**src/rtl/alu_issue.sv**
```systemverilog
// alu_issue: operand issue and writeback stage wrapped around an external 8-bit ALU,
// with a 4 x 8-bit register file, compare flag and WB-to-issue bypass.
module alu_issue (
    input  logic       clock,
    input  logic       reset,
    input  logic       instr_valid,
    input  logic [7:0] instr,
    output logic       instr_ready,
    output logic [7:0] alu_rd,
    output logic [7:0] alu_rs,
    output logic [3:0] alu_ctrl,
    input  logic [7:0] alu_out,
    output logic       done,
    output logic       illegal,
    output logic       flag,
    input  logic [1:0] dbg_sel,
    output logic [7:0] dbg_data
);
    typedef enum logic [1:0] {IDLE, EXEC, WB} state_t;
    state_t state, state_nx;
    logic [7:0] regs [4];
    logic [3:0] op, imm, ctrl_nx;
    logic [1:0] rd;
    logic [7:0] res, src_rd, src_rs;
    logic       accept, wb_wr;
    logic [3:0] in_op;
    logic [1:0] in_rd, in_rs;

    assign in_op       = instr[7:4];
    assign in_rd       = instr[3:2];
    assign in_rs       = instr[1:0];
    assign instr_ready = state != EXEC;
    assign accept      = instr_valid && instr_ready;
    assign done        = state == WB;
    assign illegal     = done && op > 4'd10;
    assign wb_wr       = done && (op < 4'd8 || op == 4'd9 || op == 4'd10);
    assign dbg_data    = regs[dbg_sel];

    always_comb begin
        state_nx = state;
        state_nx = state == EXEC ? WB : (accept ? EXEC : IDLE);
        // An operand read in WB must see the result that is only being written this edge
        src_rd   = wb_wr && in_rd == rd ? res : regs[in_rd];
        src_rs   = wb_wr && in_rs == rd ? res : regs[in_rs];
        ctrl_nx  = in_op == 4'd0 ? 4'd0 : in_op < 4'd9 ? in_op - 4'd1 : 4'hF;
    end

    always_ff @(posedge clock or posedge reset) begin
        if (reset)
            state <= IDLE;
        else
            state <= state_nx;
    end

    always_ff @(posedge clock or posedge reset) begin
        if (reset) begin
            alu_rd   <= 8'h00;
            alu_rs   <= 8'h00;
            alu_ctrl <= 4'hF;
            op       <= 4'd0;
            rd       <= 2'd0;
            imm      <= 4'd0;
            res      <= 8'h00;
            flag     <= 1'b0;
            for (int i = 0; i < 4; i++)
                regs[i] <= 8'h00;
        end else begin
            if (accept) begin
                op       <= in_op;
                rd       <= in_rd;
                imm      <= instr[3:0];
                alu_ctrl <= ctrl_nx;
                alu_rd   <= in_op == 4'd0 ? 8'h00 : src_rd;
                alu_rs   <= src_rs;
            end
            // ldil/ldih merge the immediate into the old rd value latched in alu_rd
            if (state == EXEC)
                res <= op == 4'd9 ? {alu_rd[7:4], imm} : op == 4'd10 ? {imm, alu_rd[3:0]} : alu_out;
            if (wb_wr)
                regs[rd] <= res;
            if (done && op == 4'd8)
                flag <= res[0];
        end
    end
endmodule
```
**config.mk**
```make
export PLATFORM = sky130hd
export DESIGN_NAME = alu_issue
export DESIGN_NICKNAME = d
export VERILOG_FILES = /design/src/rtl/alu_issue.sv
export SDC_FILE = /design/constraint.sdc
export NUM_CORES = 1
export LEC_CHECK = 0
export BUFFER_PORTS_ARGS = -buffer_cell sky130_fd_sc_hd__buf_2
export CAP_MARGIN = 20
export CORE_ASPECT_RATIO = 1.5
export CORE_MARGIN = 5
export CORE_UTILIZATION = 40
export DETAILED_ROUTE_END_ITERATION = 8
export PLACE_DENSITY = 0.56
export SYNTH_ARGS = -nofsm -noshare
export SYNTH_HDL_FRONTEND = slang
export SYNTH_SLANG_ARGS = --single-unit
```
**constraint.sdc**
```tcl
create_clock -name clock -period 2.5 [get_ports clock]
set_input_delay 0.25 -clock clock [delete_from_list [all_inputs] [get_ports clock]]
set_output_delay 0.25 -clock clock [all_outputs]
set_load 0.1 [all_outputs]
```
==> qor.yml, run 1 <==
status: "complete, no violations"
nets: 422
grt_max_degree: 62
setup_viol: 0
dp_hpwl_mm: 7.44
max_freq_mhz: 482
r2r-start: "op[3]$_DFFE_PP0P_"
synthXorXnorAreaFrac_pct: 1.49
die_w_um: 91.8
synth_compound_area_share_pct: 11.8
rr_endpoint: "regs[29]$_DFFE_PP0P_"
ys_seq_elements: 71
timing.critical_path.arrival_ns: 2.29
synthAdderAreaFrac_pct: 0.623
drive_gt1_share_pct: 36.4
area_growth_pct: 15.7
synth_seq_area_share_pct: 44.3
synth_top_area_share_pct: 41.7
post-synth-top-count-cell: "dfrtp_1"
numCtsBuffers: 9
grt.busiest_layer: "met2"
port_buffers: 52
synth_warnings: 0
cp-end-kind: "flip-flop"
clk_pin_slew_worst_paths_ns: 0.06
crit_chain: "nor3b_1, a21oi_2, nor3_4, mux2_2"
dr_total_vias: 3027
critPathMaxStageDelay_ns: 0.52
cts_resized: 0
cts_sinks: 71
rsz0062_at_grt: "false"
hold_violations: 0
clock_latency_ns: 0.34
drtIter0Drc: 168
total_power_mw: 6.30
muxShareOfSynthArea_pct: 22.9
dr.pass1.iters: 4
dieArea_um2: 12200
die_y_um: 133
grt_overflow: 0
wirelength_mm: 10.5
wl_per_cell_um: 20.2
synthArstFlopShare_pct: 100
synth-edff-count: 0
grt_pass1_vias: 3113
cp.required_ns: 2.72
p_leak_nw: 2.01
skew_ns: 0.00733
n_fill_cell: 922
place.gp.congestion: 0.787
fin_crit_ns: 2.07
synth_cells: 359
coreArea_um2: 9740
setup_tns_ns: 0
utilization_pct: 47.7
critical_path_class: "flip-flop to flip-flop"
tightest_slew_ns: 0.715
cts_tree: "built"
gr-usage-met1_pct: 23.1
placed_cells: 502
place_area_um2: 4340
rows: 44
path_max_fanout: 13
p_clk_share_pct: 20.3
pre_cts_ws_ns: 0.443
holdPathStages: 3
clockRootBuffer: "clkbuf_16"
max-cap-violations: 0
yosys.area_share.simple_pct: 14.3
ys_types: 39
cts_buffer_depth: 2
diodes: 0
grt_use_met3_pct: 3.41
p_sw_mw: 3.07
hold_slack_ns: 0.188
hp-start: "instr[6]"
ff2ff_setup_slack_ns: 0.43
startpoint_type: "flip-flop"
drc: 0
antenna_left: 0
ys.flop_type: "dfrtp_1"
min_to: "op[2]$_DFFE_PP0P_"
fin_ws_ns: 0.427
swShare_pct: 48.7
hold_path_class: "primary input to flip-flop"
syn-num-nets: 382
grt_usage_pct: 18.2
power.density_nw_per_um2: 1360
combPwrFrac_pct: 46.7
slew_violations: 0
p_seq_share_pct: 33.0
crit_slowest_cell: "dfrtp_1"
intPower_mw: 3.23
grt_antenna_before_repair: 0
fin_area_um2: 4650
ir_drop_mv: 1.08
synth_area_leader_cell: "dfrtp_1"
grt_pass1_wl_mm: 17.2
synth_area_leaders: "dfrtp_1 (42%), mux4_2 (13%), mux2_2 (8.7%)"
h-tree-depth: 3
ios: 53
initial_core_util_pct: 41.2
synth_top_family_by_area: "multiplexers"
finalCritPeriodShare_pct: 82.9
met2_usage_pct: 30.2
synth.avg_cell_area_um2: 11.2
relSlewSlack_pct: 52.4
fin_cells: 519
synthTopCellsByCount: "dfrtp_1 (67), nand2_1 (55), mux2_2 (31), o21ai_0 (25), mux4_2 (24)"
ff2ff_path_depth: 4
avgViaCountPerCell: 5.83
syn-cell-area_um2: 4020
power groups by stage:
stage	Sequential, mW	Combinational, mW	Clock [mW]
6_report	2.08	2.95	1.28
2_1_floorplan	2.85	1.61	0
3_5_place_dp	2.09	2.96	0
4_1_cts	2.08	2.97	1.31
5_1_grt	2.15	3.09	1.35
3_3_place_gp	2.07	2.93	0
sequential cells by signal, indices dropped and copies added (netlist names):
| signal | cells |
|---|---|
| imm | 4 |
| alu_ctrl | 4 |
| alu_rd | 8 |
| regs | 32 |
| op | 4 |
| alu_rs | 8 |
| res | 8 |
| state | 2 |
| flag | 1 |
cells by family after synthesis:
logic type      Yosys count
buf+inv                  38
mux                      57
flops                    71
compound gates           76
xor+xnor                  6
simple gates            109
fa+ha+maj                 2
metal layers:
metal  part of all wire (%)  vias to the layer above
met5                      0                        -
met4                    2.6                        0
met3                    3.8                       21
met2                     50                       73
met1                     43                     1535
li1                       -                     1398
layout by cell type (no fill, tap or decap), types with 2 or more instances in the layout:
master / instances
a21oi_1: 17
a221oi_1: 8
a22o_1: 5
a31oi_1: 8
buf_2: 52
buf_4: 5
clkbuf_16: 9
clkinv_2: 3
clkinvlp_4: 2
dfrtp_1: 67
dfstp_2: 4
ha_1: 2
inv_1: 7
mux2_2: 31
mux2_4: 2
mux4_2: 24
nand2_1: 55
nand2b_1: 14
nand4_1: 8
nand4b_1: 8
nor2_1: 10
nor3_4: 2
nor3b_1: 2
o211ai_1: 9
o21ai_0: 25
xor2_1: 5
worst max-delay path by stage:
stage | start | endpoint | slack (ns) | cells past startpoint
detailed placement | op[3]$_DFFE_PP0P_ | regs[29]$_DFFE_PP0P_ | 0.44 | 4
global route | op[3]$_DFFE_PP0P_ | regs[29]$_DFFE_PP0P_ | 0.32 | 4
CTS | op[3]$_DFFE_PP0P_ | regs[29]$_DFFE_PP0P_ | 0.43 | 4
floorplan | state[0]$_DFF_PP0_ | illegal | 0.22 | 3
global placement | op[3]$_DFFE_PP0P_ | regs[29]$_DFFE_PP0P_ | 0.46 | 4
finish | op[3]$_DFFE_PP0P_ | regs[29]$_DFFE_PP0P_ | 0.43 | 4
final cells by class:
type	count	area [um^2]	area share, %
Clock inverter	6	60.1	1.29
Inverter	8	30.0	0.646
Multi-Input combinational cell	250	2070	44.4
Sequential cell	71	1780	38.3
Clock buffer	10	239	5.14
Timing Repair Buffer	59	328	7.05
Tap cell	115	144	3.10
critical path, delay by kind of cell, from the launching register on:
kind	cells	cell delay (ns)
multiplexers	1	0.40
flip-flops	1	0.52
AO/OA/AOI/OAI	1	0.20
AND/OR/NAND/NOR	2	0.84
timing repair:
item	CTS	global route
hold buffers	1	0
setup endpoints to repair	0	0
endpoints found under the hold margin	6	0
setup buffers	0	0
(Power assumes the default switching activity.)
==> run 2, diff against run 1 <==
- ABC_AREA: not set -> 1
- PLACE_DENSITY: 0.56 -> 0.58
- clock period: 2.5 -> 1.9 ns (I/O delays scaled with it)
==> qor.yml, run 2 <==
status: "complete, no violations"  # unchanged
skew_ns: 0.00701  # was 0.00733 ns
antenna_left: 0  # unchanged
pre_cts_ws_ns: 0.278  # was 0.443 ns
ys.flop_type: "dfrtp_1"  # unchanged
hold_violations: 0  # unchanged
numCtsBuffers: 9  # unchanged
drc: 0  # unchanged
clock_latency_ns: 0.33  # was 0.34 ns
worst-path-buf-inv: 3  # was 0
place_area_um2: 4720  # was 4340 um^2
cts_sinks: 71  # unchanged
synth_top_area_share_pct: 40.9  # was 41.7%
fin_ws_ns: 0.0652  # was 0.427 ns
wl_per_cell_um: 17.0  # was 20.2 um
synth.avg_cell_area_um2: 7.32  # was 11.2 um^2
ys_types: 29  # was 39
n_fill_cell: 1008  # was 922
crit_chain: "inv_4, nor2_4, nand2_4, clkinvlp_4, nor4_4, buf_12"  # was nor3b_1, a21oi_2, nor3_4, mux2_2
syn-cell-area_um2: 4100  # was 4020 um^2
nets: 636  # was 422
grt_antenna_before_repair: 0  # unchanged
startpoint_type: "flip-flop"  # unchanged
avgViaCountPerCell: 5.40  # was 5.83
max-cap-violations: 0  # unchanged
port_buffers: 52  # unchanged
initial_core_util_pct: 40.7  # was 41.2%
rows: 45  # was 44
timing.critical_path.arrival_ns: 1.64  # was 2.29 ns
synth_warnings: 0  # unchanged
p_leak_nw: 2.52  # was 2.01 nW
synth_area_leaders: "dfrtp_1 (41%), nand2_1 (18%), o21ai_0 (7.7%)"  # was dfrtp_1 (42%), mux4_2 (13%), mux2_2 (8.7%)
synth_area_leader_cell: "dfrtp_1"  # unchanged
critical_path_class: "flip-flop to output port"  # was flip-flop to flip-flop
holdPathStages: 3  # unchanged
ys_seq_elements: 71  # unchanged
max_freq_mhz: 545
drtIter0Drc: 292  # was 168
fin_crit_ns: 1.83
rr_endpoint: "alu_rd[6]$_DFFE_PP0P_"  # was regs[29]$_DFFE_PP0P_
die_y_um: 134  # was 133 um
synthTopCellsByCount: "nand2_1 (192), dfrtp_1 (67), o21ai_0 (63), nand3_1 (45), inv_1 (39)"  # was dfrtp_1 (67), nand2_1 (55), mux2_2 (31), o21ai_0 (25), mux4_2 (24)
path_max_fanout: 4  # was 13
synth_cells: 561  # was 359
largest-register: "regs"  # unchanged
dr_total_vias: 3972  # was 3027
h-tree-depth: 3  # unchanged
ff2ff_path_depth: 10  # was 4
synth_seq_area_share_pct: 43.4  # was 44.3%
ios: 53  # unchanged
grt_pass1_vias: 3760  # was 3113
diodes: 0  # unchanged
ir_drop_mv: 0.837  # was 1.08 mV
drive_gt1_share_pct: 23.5  # was 36.4%
r2r-start: "op[1]$_DFFE_PP0P_"  # was op[3]$_DFFE_PP0P_
setup_tns_ns: 0  # unchanged
largest_register_ffs: 32  # unchanged
ff_latch_area_um2: 1780  # about the same
die_w_um: 92.7  # was 91.8 um
cp-end-kind: "output port"  # was flip-flop
rsz0062_at_grt: "true"  # was false
post-synth-top-count-cell: "nand2_1"  # was dfrtp_1
min_to: "res[4]$_DFFE_PP0P_"  # was op[2]$_DFFE_PP0P_
critPathMaxStageDelay_ns: 0.45  # was 0.52 ns
dieArea_um2: 12400  # was 12200 um^2
dr.pass1.iters: 6  # was 4
power.density_nw_per_um2: 1520  # was 1360 nW/um^2
syn-num-nets: 584  # was 382
grt_usage_pct: 20.7  # was 18.2%
place.gp.congestion: 0.897  # was 0.787
area_growth_pct: 22.8  # was 15.7%
dp_hpwl_mm: 9.37  # was 7.44 mm
clockRootBuffer: "clkbuf_16"  # unchanged
finalCritPeriodShare_pct: 96.6
synth-edff-count: 0  # unchanged
cts_buffer_depth: 2  # unchanged
cts_tree: "built"  # unchanged
tightest_slew_ns: 0.496  # was 0.715 ns
clk_pin_slew_worst_paths_ns: 0.06  # about the same
fin_area_um2: 5040  # was 4650 um^2
hp-start: "alu_out[4]"  # was instr[6]
synthArstFlopShare_pct: 100  # unchanged
layout_common_cells: "nand2_1 (192), dfrtp_1 (66), o21ai_0 (57)"  # was dfrtp_1 (67), nand2_1 (55), buf_2 (52)
critPathTopFamily: "flip-flops"  # was simple AND/OR/NAND/NOR gates
hold_path_class: "primary input to flip-flop"  # unchanged
relSlewSlack_pct: 67.2  # was 52.4%
setup_viol: 0  # unchanged
cp.required_ns: 1.71  # was 2.72 ns
slew_violations: 0  # unchanged
grt_pass1_wl_mm: 19.7  # was 17.2 mm
utilization_pct: 50.0  # was 47.7%
hold_slack_ns: 0.185  # was 0.188 ns
ff2ff_setup_slack_ns: 0.26  # was 0.43 ns
multi_input_area_um2: 2090  # was 2070 um^2
coreArea_um2: 10100  # was 9740 um^2
wirelength_mm: 12.5  # was 10.5 mm
final_common_cell: "nand2_1"  # was dfrtp_1
grt_max_degree: 72  # was 62
grt_overflow: 0  # unchanged
crit_slowest_cell: "dfrtp_2"  # was dfrtp_1
==> run 2: area by class of cell <==
class,count,share of cell area [%]
Inverter,45,3.67
Clock inverter,6,0.918
Clock buffer,10,4.54
Tap cell,117,2.90
Timing Repair Buffer,69,11.2
Multi-Input combinational cell,417,41.4
Sequential cell,71,35.4
==> run 2: power breakdown <==
| group | internal [mW] | total (mW) | switching [mW] |
|---|---|---|---|
| Combinational | 0.919 | 3.50 | 2.58 |
| Sequential | 2.04 | 2.63 | 0.588 |
| Clock | 0.887 | 1.56 | 0.669 |
| Total | 3.84 | 7.69 | 3.84 |
==> run 2: cell families (layout without fill, tap and decap cells) <==
family,count (synthesis),in the layout,share of synthesized area (%)
fa+ha+maj,2,2,0.610
buf+inv,73,130,7.47
flops,71,71,43.4
compound gates,118,118,17.0
simple gates,297,297,31.5
==> run 2: how the worst max path moves through the flow <==
stage	from	cells past startpoint	end	slack [ns]
5_1_grt	op[3]$_DFFE_PP0P_	6	illegal	-0.02
4_1_cts	op[3]$_DFFE_PP0P_	6	illegal	0.06
6_report	op[3]$_DFFE_PP0P_	6	illegal	0.07
2_1_floorplan	op[3]$_DFFE_PP0P_	6	illegal	-0.22
3_3_place_gp	op[3]$_DFFE_PP0P_	6	illegal	0.30
3_5_place_dp	op[3]$_DFFE_PP0P_	6	illegal	0.28
==> run 2: metal layers <==
layer	routed length, um	up-vias	track usage, %	part of all wire [%]
li1	-	1948	-	-
met1	5000	1852	24.3	40
met2	6270	145	35.5	50
met3	762	27	4.26	6.1
met4	502	0	10.5	4.0
met5	0	-	0	0
==> run 2: metrics by stage <==
step / std cells / power (mW)
finish: 735 / 7.69
global route: 735 / 8.10
CTS: 733 / 7.72
detailed placement: 715 / 6.12
global placement: 715 / 6.08
floorplan: 561 / 5.09
==> run 2: tightest hold or removal path: cells and delay by family <==
kind                   cells  cell delay, ns
AO/OA/AOI/OAI              2            0.21
buffers and inverters      1            0.08
==> run 2: repair_timing <==
action,in CTS,in global routing
hold endpoints to repair,67,0
setup buffers,1,2
gates cloned,0,0
pin swaps,0,1
resized for setup,2,4
hold buffers,1,0
endpoints found under the setup margin,1,1
==> run 3, diff against run 2 <==
- SETUP_SLACK_MARGIN: not set -> 0.5
==> qor.yml, run 3 (synthesized netlist as in run 2, its figures left out) <==
grt_antenna_before_repair: 0  # unchanged
clockRootBuffer: "clkbuf_16"  # unchanged
p_sw_mw: 4.36  # was 3.84 mW
wl_per_cell_um: 19.3  # was 17.0 um
intPower_mw: 4.76  # was 3.84 mW
multi_input_area_um2: 2640  # was 2090 um^2
numCtsBuffers: 9  # unchanged
grt_pass1_vias: 4360  # was 3760
die_y_um: 134  # unchanged
cts_sinks: 71  # unchanged
setup_tns_ns: 0  # unchanged
nets: 689  # was 636
coreArea_um2: 10100  # unchanged
combPwrFrac_pct: 50.5  # was 45.6%
p_clk_share_pct: 20.2  # was 20.3%
grt_overflow: 0  # unchanged
max_freq_mhz: 578  # was 545 MHz
fin_ws_ns: 0.170  # was 0.0652 ns
place.gp.congestion: 0.932  # was 0.897
dr.pass1.iters: 5  # was 6
ir_drop_mv: 0.887  # was 0.837 mV
slew_violations: 0  # unchanged
largest-register: "regs"  # unchanged
cp.required_ns: 2.17  # was 1.71 ns
largest_register_ffs: 32  # unchanged
port_buffers: 52  # unchanged
wirelength_mm: 15.2  # was 12.5 mm
dieArea_um2: 12400  # unchanged
drc: 0  # unchanged
initial_core_util_pct: 40.7  # unchanged
n_fill_cell: 837  # was 1008
setup_viol: 0  # unchanged
hold_violations: 0  # unchanged
fin_cells: 788  # was 735
status: "complete, no violations"  # unchanged
cp-end-kind: "flip-flop"  # was output port
clk_pin_slew_worst_paths_ns: 0.06  # about the same
grt_max_degree: 72  # unchanged
ff2ff_setup_slack_ns: 0.17  # was 0.26 ns
diodes: 0  # unchanged
final_common_cell: "nand2_1"  # unchanged
die_w_um: 92.7  # unchanged
ff_latch_area_um2: 1800  # was 1780 um^2
clock_latency_ns: 0.33  # about the same
drive_gt1_share_pct: 45.2  # was 23.5%
avgViaCountPerCell: 5.65  # was 5.40
power.density_nw_per_um2: 1450  # was 1520 nW/um^2
total_power_mw: 9.12  # was 7.69 mW
dr_total_vias: 4450  # was 3972
drtIter0Drc: 310  # was 292
cts_buffer_depth: 2  # unchanged
fin_crit_ns: 1.73  # was 1.83 ns
skew_ns: 0.00653  # was 0.00701 ns
p_leak_nw: 2.91  # was 2.52 nW
cts_tree: "built"  # unchanged
pre_cts_ws_ns: 0.246  # was 0.278 ns
tightest_slew_ns: 0.835  # was 0.496 ns
rsz0062_at_grt: "true"  # unchanged
h-tree-depth: 3  # unchanged
grt_pass1_wl_mm: 23.5  # was 19.7 mm
relSlewSlack_pct: 44.1  # was 67.2%
ios: 53  # unchanged
max-cap-violations: 0  # unchanged
p_seq_share_pct: 29.3  # was 34.2%
critical_path_class: "flip-flop to flip-flop"  # was flip-flop to output port
finalCritPeriodShare_pct: 91.0  # was 96.6%
grt_usage_pct: 24.8  # was 20.7%
path_max_fanout: 8  # was 4
dp_hpwl_mm: 9.36  # was 9.37 mm
antenna_left: 0  # unchanged
timing.critical_path.arrival_ns: 2.00  # was 1.64 ns
layout_common_cells: "nand2_1 (159), dfrtp_1 (56), buf_4 (55)"  # was nand2_1 (192), dfrtp_1 (66), o21ai_0 (57)
area_growth_pct: 53.1  # was 22.8%
hold_path_class: "primary input to flip-flop"  # unchanged
startpoint_type: "flip-flop"  # unchanged
swShare_pct: 47.8  # was 50.0%
placed_cells: 716  # was 715
rows: 45  # unchanged
==> run 3: cell count changes in the layout (fill, tap and decap cells not counted), moves of 9 or more <==
| cell | delta |
|---|---|
| buf_2 | -12 |
| nand3_1 | -13 |
| o21ai_0 | -40 |
| nand3_2 | +10 |
| o21ai_2 | +15 |
| nand2_2 | +19 |
| inv_1 | -10 |
| nand2_1 | -33 |
| dfrtp_2 | +10 |
| nor2_1 | -11 |
| nand2_4 | +9 |
| o21ai_1 | +19 |
| buf_4 | +41 |
| dfrtp_1 | -10 |
==> run 3: final timing paths <==
path,from,endpoint,cells after the start
min reg2reg,alu_rs[5]$_DFFE_PP0P_,alu_rs[5]$_DFFE_PP0P_,2
min,instr[7],alu_ctrl[3]$_DFFE_PP1P_,4
max in group asynchronous,reset,op[3]$_DFFE_PP0P_,4
max reg2reg,op[0]$_DFFE_PP0P_,alu_rd[3]$_DFFE_PP0P_,11
max,op[0]$_DFFE_PP0P_,alu_rd[3]$_DFFE_PP0P_,11
min in group asynchronous,reset,alu_rs[6]$_DFFE_PP0P_,4
==> run 3: stage by stage <==
stage	hold slack [ns]	instance area, um^2	util (%)
final	0.154	6280	62.3
after global routing	0.176	6280	62.3
after CTS	0.153	5920	58.8
after detailed placement	0.329	4830	47.9
after global placement	0.326	4830	47.9
after floorplan	0.353	4330	-
==> run 3: power groups by stage <==
stage | Combinational, mW | Clock [mW] | Sequential (mW)
after floorplan | 1.87 | 0 | 3.35
after global placement | 3.54 | 0 | 2.60
after detailed placement | 3.58 | 0 | 2.60
after CTS | 4.30 | 1.86 | 2.61
after global routing | 4.88 | 1.92 | 2.73
final | 4.61 | 1.84 | 2.67
==> run 3: layer usage <==
metal,up-vias,global-route usage [%],wire (um)
met4,0,18.9,1190
met3,70,4.43,929
met5,-,0,0
met2,199,41.3,7650
met1,2112,27.9,5450
li1,2069,-,-
==> run 3: layout make-up <==
cell class / instances / share of cell area [%]
Timing Repair Buffer: 118 / 18.1
Timing Repair inverter: 1 / 0.119
Inverter: 45 / 3.66
Tap cell: 117 / 2.33
Clock buffer: 9 / 3.58
Sequential cell: 71 / 28.6
Clock inverter: 7 / 1.55
Multi-Input combinational cell: 420 / 42.1
==> run 3: critical path, stage by stage, from the launching register on <==
cell	delay [ns]
dfrtp_1	0.42
nor2_4	0.13
nand2_4	0.10
buf_6	0.13
buf_6	0.11
nand3_4	0.10
buf_6	0.13
buf_12	0.11
nand3_4	0.15
nand2_2	0.12
nand3_2	0.07
nand2_1	0.08
==> run 3: repair_timing <==
| item | CTS | global route |
|---|---|---|
| setup buffers | 35 | 13 |
| gates resized for setup | 134 | 67 |
| hold endpoints to repair | 67 | 0 |
| hold buffers | 1 | 0 |
| pin swaps | 14 | 35 |
| cloned | 6 | 1 |
| endpoints found under the setup margin | 85 | 75 |
